<file path="src/rtl/hdlverifier_jtag_cmd_ctrl.sv">
// rtl/hdlverifier_jtag_cmd_ctrl.sv - virtual-JTAG command sequencer: DR words in, bus requests out, read data back on tdo
module hdlverifier_jtag_cmd_ctrl #(
  parameter int ADDR_WIDTH    = 32,
  parameter int DATA_WIDTH    = 32,
  parameter int RD_FIFO_DEPTH = 16
) (
  input  logic                  tck,
  input  logic                  jtag_reset,
  input  logic                  tdi,
  output logic                  tdo,
  input  logic                  capture_dr,
  input  logic                  shift_dr,
  input  logic                  update_dr,
  output logic                  cmd_valid,
  input  logic                  cmd_ready,
  output logic                  cmd_write,
  output logic [ADDR_WIDTH-1:0] cmd_addr,
  output logic [DATA_WIDTH-1:0] cmd_wdata,
  input  logic                  rd_valid,
  input  logic [DATA_WIDTH-1:0] rd_data,
  output logic                  busy,
  output logic [2:0]            err
);

  localparam int PW = $clog2(RD_FIFO_DEPTH);

  localparam logic [2:0] S_IDLE    = 3'd0;
  localparam logic [2:0] S_ADDR    = 3'd1;
  localparam logic [2:0] S_WDATA   = 3'd2;
  localparam logic [2:0] S_RD_REQ  = 3'd3;
  localparam logic [2:0] S_RD_WAIT = 3'd4;

  localparam logic [3:0] OP_NOP   = 4'd0;
  localparam logic [3:0] OP_WRITE = 4'd1;
  localparam logic [3:0] OP_READ  = 4'd2;
  localparam logic [3:0] OP_CLR   = 4'd3;

  localparam logic [ADDR_WIDTH-1:0] ADDR_STEP = 4;
  localparam logic [PW:0]           CNT_ONE   = 1;
  localparam logic [PW-1:0]         PTR_ONE   = 1;
  localparam logic [4:0]            LAST_BIT  = 5'(DATA_WIDTH - 1);

  logic [DATA_WIDTH-1:0] in_sr_q, in_sr_d;
  logic [4:0]            bitcnt_q, bitcnt_d;
  logic                  word_vld_q, word_vld_d;
  logic [DATA_WIDTH-1:0] out_sr_q, out_sr_d;
  logic                  tdo_q, tdo_d;
  logic [2:0]            state_q, state_d;
  logic                  is_wr_q, is_wr_d;
  logic [7:0]            beats_q, beats_d;
  logic [ADDR_WIDTH-1:0] addr_q, addr_d;
  logic                  cmd_valid_q, cmd_valid_d;
  logic                  cmd_write_q, cmd_write_d;
  logic [ADDR_WIDTH-1:0] cmd_addr_q, cmd_addr_d;
  logic [DATA_WIDTH-1:0] cmd_wdata_q, cmd_wdata_d;
  logic [2:0]            err_q, err_d;
  logic [PW-1:0]         wr_ptr_q, wr_ptr_d;
  logic [PW-1:0]         rd_ptr_q, rd_ptr_d;
  logic [PW:0]           count_q, count_d;
  logic [DATA_WIDTH-1:0] fifo_mem_q [RD_FIFO_DEPTH];

  logic                  word_done, hs, push, pop, reload, wdata_last;
  logic [3:0]            opcode;
  logic [7:0]            cnt8;
  logic [DATA_WIDTH-1:0] status;

  always_comb begin
    word_done = shift_dr && (bitcnt_q == LAST_BIT);
    hs        = cmd_valid_q && cmd_ready;
    opcode    = in_sr_q[31:28];
    push      = (state_q == S_RD_WAIT) && rd_valid;
    reload    = capture_dr || word_done;
    pop       = reload && (count_q != '0);
    cnt8      = 8'(count_q);
    status    = {(state_q != S_IDLE), err_q, 20'b0, cnt8};

    in_sr_d     = in_sr_q;
    bitcnt_d    = bitcnt_q;
    word_vld_d  = word_done;
    out_sr_d    = out_sr_q;
    state_d     = state_q;
    is_wr_d     = is_wr_q;
    beats_d     = beats_q;
    addr_d      = addr_q;
    cmd_valid_d = cmd_valid_q;
    cmd_write_d = cmd_write_q;
    cmd_addr_d  = cmd_addr_q;
    cmd_wdata_d = cmd_wdata_q;
    err_d       = err_q;
    wr_ptr_d    = wr_ptr_q;
    rd_ptr_d    = rd_ptr_q;
    count_d     = count_q;
    wdata_last  = 1'b0;

    if (shift_dr) begin
      in_sr_d  = {tdi, in_sr_q[DATA_WIDTH-1:1]};
      bitcnt_d = bitcnt_q + 5'd1;
      out_sr_d = {1'b0, out_sr_q[DATA_WIDTH-1:1]};
    end
    if (capture_dr || update_dr) bitcnt_d = '0;
    if (reload) out_sr_d = pop ? fifo_mem_q[rd_ptr_q] : status;
    tdo_d = out_sr_d[0];

    if (push) wr_ptr_d = wr_ptr_q + PTR_ONE;
    if (pop)  rd_ptr_d = rd_ptr_q + PTR_ONE;
    case ({push, pop})
      2'b10:   count_d = count_q + CNT_ONE;
      2'b01:   count_d = count_q - CNT_ONE;
      default: ;
    endcase

    // A handshake always retires the request, even one left over from an aborted write.
    if (hs) cmd_valid_d = 1'b0;

    case (state_q)
      S_IDLE: begin
        if (word_vld_q) begin
          case (opcode)
            OP_NOP: ;
            OP_WRITE, OP_READ: begin
              is_wr_d = (opcode == OP_WRITE);
              beats_d = in_sr_q[7:0];
              state_d = S_ADDR;
            end
            OP_CLR:  err_d = 3'b000;
            default: err_d[2] = 1'b1;
          endcase
        end
      end
      S_ADDR: begin
        if (update_dr) begin
          err_d[0] = 1'b1;
          state_d  = S_IDLE;
        end else if (word_vld_q) begin
          addr_d  = in_sr_q[ADDR_WIDTH-1:0];
          state_d = is_wr_q ? S_WDATA : S_RD_REQ;
        end
      end
      S_WDATA: begin
        if (update_dr) begin
          err_d[0] = 1'b1;
          state_d  = S_IDLE;
        end else begin
          if (hs && cmd_write_q) begin
            addr_d  = addr_q + ADDR_STEP;
            beats_d = beats_q - 8'd1;
            if (beats_q == 8'd0) begin
              wdata_last = 1'b1;
              state_d    = S_IDLE;
            end
          end
          // A beat retiring this very cycle frees the slot for the new word.
          if (word_vld_q) begin
            if ((cmd_valid_q && !hs) || wdata_last) begin
              err_d[1] = 1'b1;
            end else begin
              cmd_valid_d = 1'b1;
              cmd_write_d = 1'b1;
              cmd_wdata_d = in_sr_q;
              cmd_addr_d  = addr_d;
            end
          end
        end
      end
      S_RD_REQ: begin
        if (word_vld_q && opcode != OP_NOP) err_d[1] = 1'b1;
        if (hs && !cmd_write_q) begin
          state_d = S_RD_WAIT;
        end else if (!cmd_valid_q && !count_q[PW]) begin
          // Nothing is outstanding here, so a non-full FIFO has room for the reply.
          cmd_valid_d = 1'b1;
          cmd_write_d = 1'b0;
          cmd_addr_d  = addr_q;
        end
      end
      S_RD_WAIT: begin
        if (word_vld_q && opcode != OP_NOP) err_d[1] = 1'b1;
        if (rd_valid) begin
          addr_d  = addr_q + ADDR_STEP;
          beats_d = beats_q - 8'd1;
          state_d = (beats_q == 8'd0) ? S_IDLE : S_RD_REQ;
        end
      end
      default: state_d = S_IDLE;
    endcase
  end

  always_ff @(posedge tck) begin
    if (jtag_reset) begin
      in_sr_q     <= '0;
      bitcnt_q    <= '0;
      word_vld_q  <= 1'b0;
      out_sr_q    <= '0;
      tdo_q       <= 1'b0;
      state_q     <= S_IDLE;
      is_wr_q     <= 1'b0;
      beats_q     <= '0;
      addr_q      <= '0;
      cmd_valid_q <= 1'b0;
      cmd_write_q <= 1'b0;
      cmd_addr_q  <= '0;
      cmd_wdata_q <= '0;
      err_q       <= '0;
      wr_ptr_q    <= '0;
      rd_ptr_q    <= '0;
      count_q     <= '0;
    end else begin
      in_sr_q     <= in_sr_d;
      bitcnt_q    <= bitcnt_d;
      word_vld_q  <= word_vld_d;
      out_sr_q    <= out_sr_d;
      tdo_q       <= tdo_d;
      state_q     <= state_d;
      is_wr_q     <= is_wr_d;
      beats_q     <= beats_d;
      addr_q      <= addr_d;
      cmd_valid_q <= cmd_valid_d;
      cmd_write_q <= cmd_write_d;
      cmd_addr_q  <= cmd_addr_d;
      cmd_wdata_q <= cmd_wdata_d;
      err_q       <= err_d;
      wr_ptr_q    <= wr_ptr_d;
      rd_ptr_q    <= rd_ptr_d;
      count_q     <= count_d;
    end
  end

  always_ff @(posedge tck) begin
    if (push) fifo_mem_q[wr_ptr_q] <= rd_data;
  end

  assign tdo       = tdo_q;
  assign cmd_valid = cmd_valid_q;
  assign cmd_write = cmd_write_q;
  assign cmd_addr  = cmd_addr_q;
  assign cmd_wdata = cmd_wdata_q;
  assign busy      = (state_q != S_IDLE);
  assign err       = err_q;

endmodule

</file>
<file path="config.mk">
export PLATFORM = sky130hd
export DESIGN_NAME = hdlverifier_jtag_cmd_ctrl
export DESIGN_NICKNAME = d
export VERILOG_FILES = /design/src/rtl/hdlverifier_jtag_cmd_ctrl.sv
export SDC_FILE = /design/constraint.sdc
export NUM_CORES = 1
export LEC_CHECK = 0
export CAP_MARGIN = 20
export CORE_MARGIN = 10
export CORE_UTILIZATION = 25
export CTS_CLUSTER_DIAMETER = 60
export DETAILED_ROUTE_END_ITERATION = 10
export MAX_ROUTING_LAYER = met4
export PLACE_DENSITY = 0.4
export SLEW_MARGIN = 20
export SYNTH_ARGS = -nofsm -noshare
export SYNTH_HDL_FRONTEND = slang
export SYNTH_SLANG_ARGS = --single-unit
export TNS_END_PERCENT = 1
</file>
<file path="constraint.sdc">
create_clock -name tck -period 5.3 [get_ports tck]
set_input_delay 1.06 -clock tck [delete_from_list [all_inputs] [get_ports tck]]
set_output_delay 1.06 -clock tck [all_outputs]
set_load 0.02 [all_outputs]
</file>
==> Yosys cells after proc, flatten, opt, wreduce, memory -nomap -nowiden <==
Memories as Yosys holds them, arrays and structs flattened. A register that Yosys moved wholly into a read port is not among the register bits.
Index checks and enable logic that the tools add are counted.
{ "classes": {"n_eq_ne": 29, "n_bitwise": 3, "reduce_logical": 43, "addsub": 7, "n_mux": 65} }
{ "op_table": {"columns": ["operator", "count"], "rows": [
  ["$mux W32", 13],
  ["$pmux W32 S3", 1],
  ["$pmux W32 S2", 1],
  ["$mux W8", 5],
  ["$add A32 B3 Y32 const B", 1],
  ["$mux W3", 9],
  ["$ne A2 B2 Y1 const B", 12],
  ["$pmux W8 S3", 1],
  ["$mux W1", 23],
  ["$pmux W3 S5", 1],
  ["$reduce_and A7 Y1", 2],
  ["$reduce_and A6 Y1", 2],
  ["$reduce_bool A3 Y1", 4],
  ["$add A5 B1 Y5 const B", 2],
  ["$pmux W5 S2", 1],
  ["$logic_and A1 B1 Y1", 9],
  ["$ne A3 B3 Y1 const B", 3],
  ["$add A4 B1 Y4 const B", 2],
  ["$eq A4 B2 Y1 const B", 2],
  ["$logic_not A8 Y1", 1],
  ["$mux W4", 2],
  ["$ne A2 B1 Y1 const B", 4],
  ["$pmux W1 S2", 4],
  ["$reduce_and A4 Y1", 2],
  ["other kinds (23)", 40]
]} }
{ "totals": {"output_inout_bits": 71, "elab_cells": 167, "ram_bits": 512, "ff_bits": 196, "memories": 1, "inputBits": 40} }
{ "memory_table": {"columns": ["memory", "depth", "word_bits", "rd", "rd_ports_with_merged_regs", "write_ports", "line_no", "text"], "rows": [
  ["fifo_mem_q", 16, 32, 1, 1, 1, "60", "logic [DATA_WIDTH-1:0] fifo_mem_q [RD_FIFO_DEPTH];"]
]} }

==> Longest topological paths before layout <==
{ "logic_depth": {"depth_word": 10, "ltp_mapped": 17, "ltp_nobuf": 15} }

==> Worst setup path before layout <==
No wires, ideal clock.
{ "synth_timing": {"kind": "input to register", "start": "input port rd_valid", "end": "memory fifo_mem_q[3][0] (enable)", "setup_time_ns": 0.461, "arrival_time_ns": 3.633, "required_time_ns": 4.839, "path_slack_ns": 1.206, "stages": 4, "n_path_buf": 1, "path_cell_list": "and2_1 > buf_4 > nand2_1 > nor3_1"} }
{ "synth_between": {"elab_chain_len": 3} }
{ "synth_rtl": {"columns": ["element", "line_no", "text"], "rows": [
  ["start, declared", "19", "input logic rd_valid,"],
  ["$logic_and A1 B1 Y1", "71", "push = (state_q == S_RD_WAIT) && rd_valid;"],
  ["$mux W1", "229", "if (push) fifo_mem_q[wr_ptr_q] <= rd_data;"],
  ["$mux W1 (implied by the code)", "229", null],
  ["end, declared", "60", null]
]} }
Every way passes these cells.

==> Worst setup path in the final report <==
{ "layout_timing": {"start": "register state_q[1]", "end": "output port busy"} }
{ "layout_between": {"elab_chain_len": 1} }
{ "layout_rtl": {"columns": ["element", "line_no", "text"], "rows": [
  ["start, declared", "48", "logic [2:0] state_q, state_d;"],
  ["start signal, assigned", "213", "state_q <= state_d;"],
  ["$reduce_bool A3 Y1", "237", "assign busy = (state_q != S_IDLE);"],
  ["end, declared", "21", "output logic busy,"]
]} }
Every way passes these cells.

==> results.yml <==
finish:
  fill_cells: 11553
  seq_area_mm2: 0.01939
  area_growth_pct: 19.40
  fin_util_pct: 30.12
  multi_input_area_mm2: 0.009443
  num-nets-final: 2193
  drive_gt1_share_pct: 17.14
yosys:
  synth-seq-cells: 712
  ys_types: 72
  ys_top_cells_by_area: "edfxtp_1, dfxtp_1, mux4_2"
  synth_edf_count: 512
  synth_area_per_cell_um2: 14.44
  synth-compound-area-share_pct: 6.917
  synth_flop_cell: "edfxtp_1"
  synth_mux_area_share_pct: 13.64
  async_reset_ff_share_pct: 0
  synth_top_family_by_area: "multiplexers"
  yosysTopAreaCellShare_pct: 52.30
  synthAdderAreaFrac_pct: 0.5959
  yosys.area_share.simple_pct: 9.854
  syn-num-nets: 2089
  synth_cells: 2035
  ys_seq_area_share_pct: 65.93
  ys_warn_count: 0
  synth_area_mm2: 0.02939
  synth_xor_area_share_pct: 0.6555
  synth_top_area_cell: "edfxtp_1"
power:
  leakagePower_nw: 10.83
  max-vdd-ir-drop_mv: 0.2510
  powerDensity_mw_per_mm2: 340.3
sta:
  skew_ns: 0.01814
  setup_viol_count_final: 0
  finalCritPeriodShare_pct: 66.89
  worst-slew-pin-transition_ns: 1.006
  drv_slew: 0
  fin_crit_ns: 3.545
  max_freq_ghz: 0.2821
  hold_viol: 0
  setup_tns_ns: 0
  rsz0062_at_grt: "false"
  max-slew-margin-rel_pct: 32.76
setup_path:
  path_cells: "nor3_1 > inv_1 > clkdlybuf4s50_1"
  r2r_cells: 13
  required_ns: 4.24
  cp_max_fo: 17
  cp.depth: 3
  worst_setup_path_end_kind: "primary output"
  critPathKind: "reg -> out"
  rrSetupSlack_ns: 1.94
  cpPeakStageDelay_ns: 0.76
  critPathBufInv: 2
  cp.arrival_ns: 2.49
  cp_top_family: "buffers and inverters"
  crit_path_top_delay_cell: "clkdlybuf4s50_1"
  start_kind: "flop"
drt:
  wl_met1_mm: 38.18
  drt-initial-drc-count: 1274
  dr_total_vias: 18014
  drtAntennaViolNets: 0
  wl_met3_mm: 4.226
  first_pass_iters: 5
  drc: 0
  wl_mm: 85.75
  met2WireLength_mm: 41.43
  wl_per_cell_um: 22.98
  vias_per_cell: 4.827
  highest_layer: "met4"
placed_design:
  globalplace.congestion: 0.8547
  portBuffers: 110
  hpwl_mm: 53.42
grt:
  grt_usage_pct: 13.16
  grt_pass1_wl_mm: 127.0
  grt_overflow: 0
  antenna_found_initial: 3
  grt_pass1_vias: 18369
  grt_max_degree: 74
clocking:
  cts_tree: "yes"
  clkSinkCount: 712
  cts_made_buffers: 87
  cts_buffer_depth: 3
  root_buffer: "clkbuf_16"
  ctsResizeCount: 0
  hold_buffers: 0
  clk_latency_ns: 0.64
  h-tree-depth: 3
  cts_setup_buffers: 0
  clk_pin_slew_worst_paths_ns: 0.05
floorplanning:
  coreArea_mm2: 0.1165
  floorplan.io_pins: 111
  die_w_um: 362.9
  rows: 125
  fp.dieH_um: 362.9
  fp.dieArea_mm2: 0.1317
  initial_core_util_pct: 25.23
run_status:
  status: "completed"
hold_path:
  hold_path_class: "reg -> reg"
  hold_depth: 2
run:
  drv_cap: 0
[final timing paths]
kind,startpoint,to
max,state_q[1]$_SDFFE_PP0P_,busy
min,cmd_wdata[15]$_SDFFE_PP0P_,cmd_wdata[15]$_SDFFE_PP0P_
max reg2reg,count_q[1]$_SDFFE_PP0P_,count_q[4]$_SDFFE_PP0P_
min reg2reg,cmd_wdata[15]$_SDFFE_PP0P_,cmd_wdata[15]$_SDFFE_PP0P_
[stage by stage]
stage	hold WS, ns	total power, mW	setup slack (ns)	std cells	cell area (um2)
2_1_floorplan	0.4312	6.165	1.206	2035	29390
3_3_place_gp	0.4439	6.274	1.367	3573	32300
3_5_place_dp	0.4539	6.280	1.355	3573	32300
4_1_cts	0.4612	12.13	1.740	3729	35080
5_1_grt	0.4739	12.38	1.643	3732	35100
6_report	0.4555	11.94	1.755	3732	35100
[layout by cell type, fill, tap and decap left out, types with 13 or more instances in the layout]
cell type        instances
edfxtp_1               512
dfxtp_1                196
nand2_1                173
mux4_2                 158
nor2_1                 151
a21oi_1                115
clkdlybuf4s50_1        108
clkbuf_16               87
nor3_1                  68
o21ai_0                 63
buf_4                   49
mux2i_1                 45
nand3_1                 38
nand2b_1                35
a22oi_1                 25
clkbuf_1                23
and3_1                  20
nand4_1                 19
a31oi_1                 17
nor4_1                  15
ha_1                    14
nor2_4                  13
[power by group]
group | internal [mW] | switching [mW]
registers | 5.97 | 0.00841
clock network | 3.42 | 2.37
logic | 0.0531 | 0.128
total | 9.44 | 2.50
[area by class of cell]
class                      count  share of cell area (%)
sequential                   712                   55.24
multi-input combinational   1163                   26.90
clock buffer                 115                   6.645
tap                         1524                   5.433
timing repair buffer         161                   4.331
clock inverter                41                   1.280
inverter                      14                  0.1497
antenna                        2                 0.01426
[kinds of logic after synthesis]
logic type / count (synthesis)
xor gates and xnor gates: 22
DFF: 712
muxes: 203
adders and majority gates: 14
AOI/OAI and AO/OA: 323
and+or+nand+nor: 601
buffers and inverters: 160
[Yosys cell counts (25+ instances only)]
library cell / count
nand3_1: 38
dfxtp_1: 200
nand2b_1: 36
nand2_1: 173
edfxtp_1: 512
clkbuf_1: 77
a21oi_1: 116
o21ai_0: 63
a22oi_1: 25
buf_2: 47
mux4_2: 158
nor3_1: 72
mux2i_1: 45
nor2_1: 164
[state kept, by name, indices dropped and copies added (netlist names), named ones only]
name / cells
fifo_mem_q: 512
addr_q: 32
cmd_addr: 32
cmd_wdata: 32
in_sr_q: 32
out_sr_q: 32
beats_q: 8
bitcnt_q: 5
count_q: 5
rd_ptr_q: 4
wr_ptr_q: 4
err: 3
state_q: 3
cmd_valid: 1
cmd_write: 1
is_wr_q: 1
word_vld_q: 1
[layer usage]
metal | global-route usage, % | vias to the layer above
met5 | - | -
li1 | - | 8140
met3 | 2.276 | 133
met2 | 21.25 | 494
met4 | 3.483 | 0
met1 | 17.00 | 9247
[tightest hold or removal path, cell delays in order (launching register included)]
cell	delay, ns
dfxtp_1	0.31
nand2_1	0.05
a21oi_1	0.05
Power figures use the tool's default switching activity.
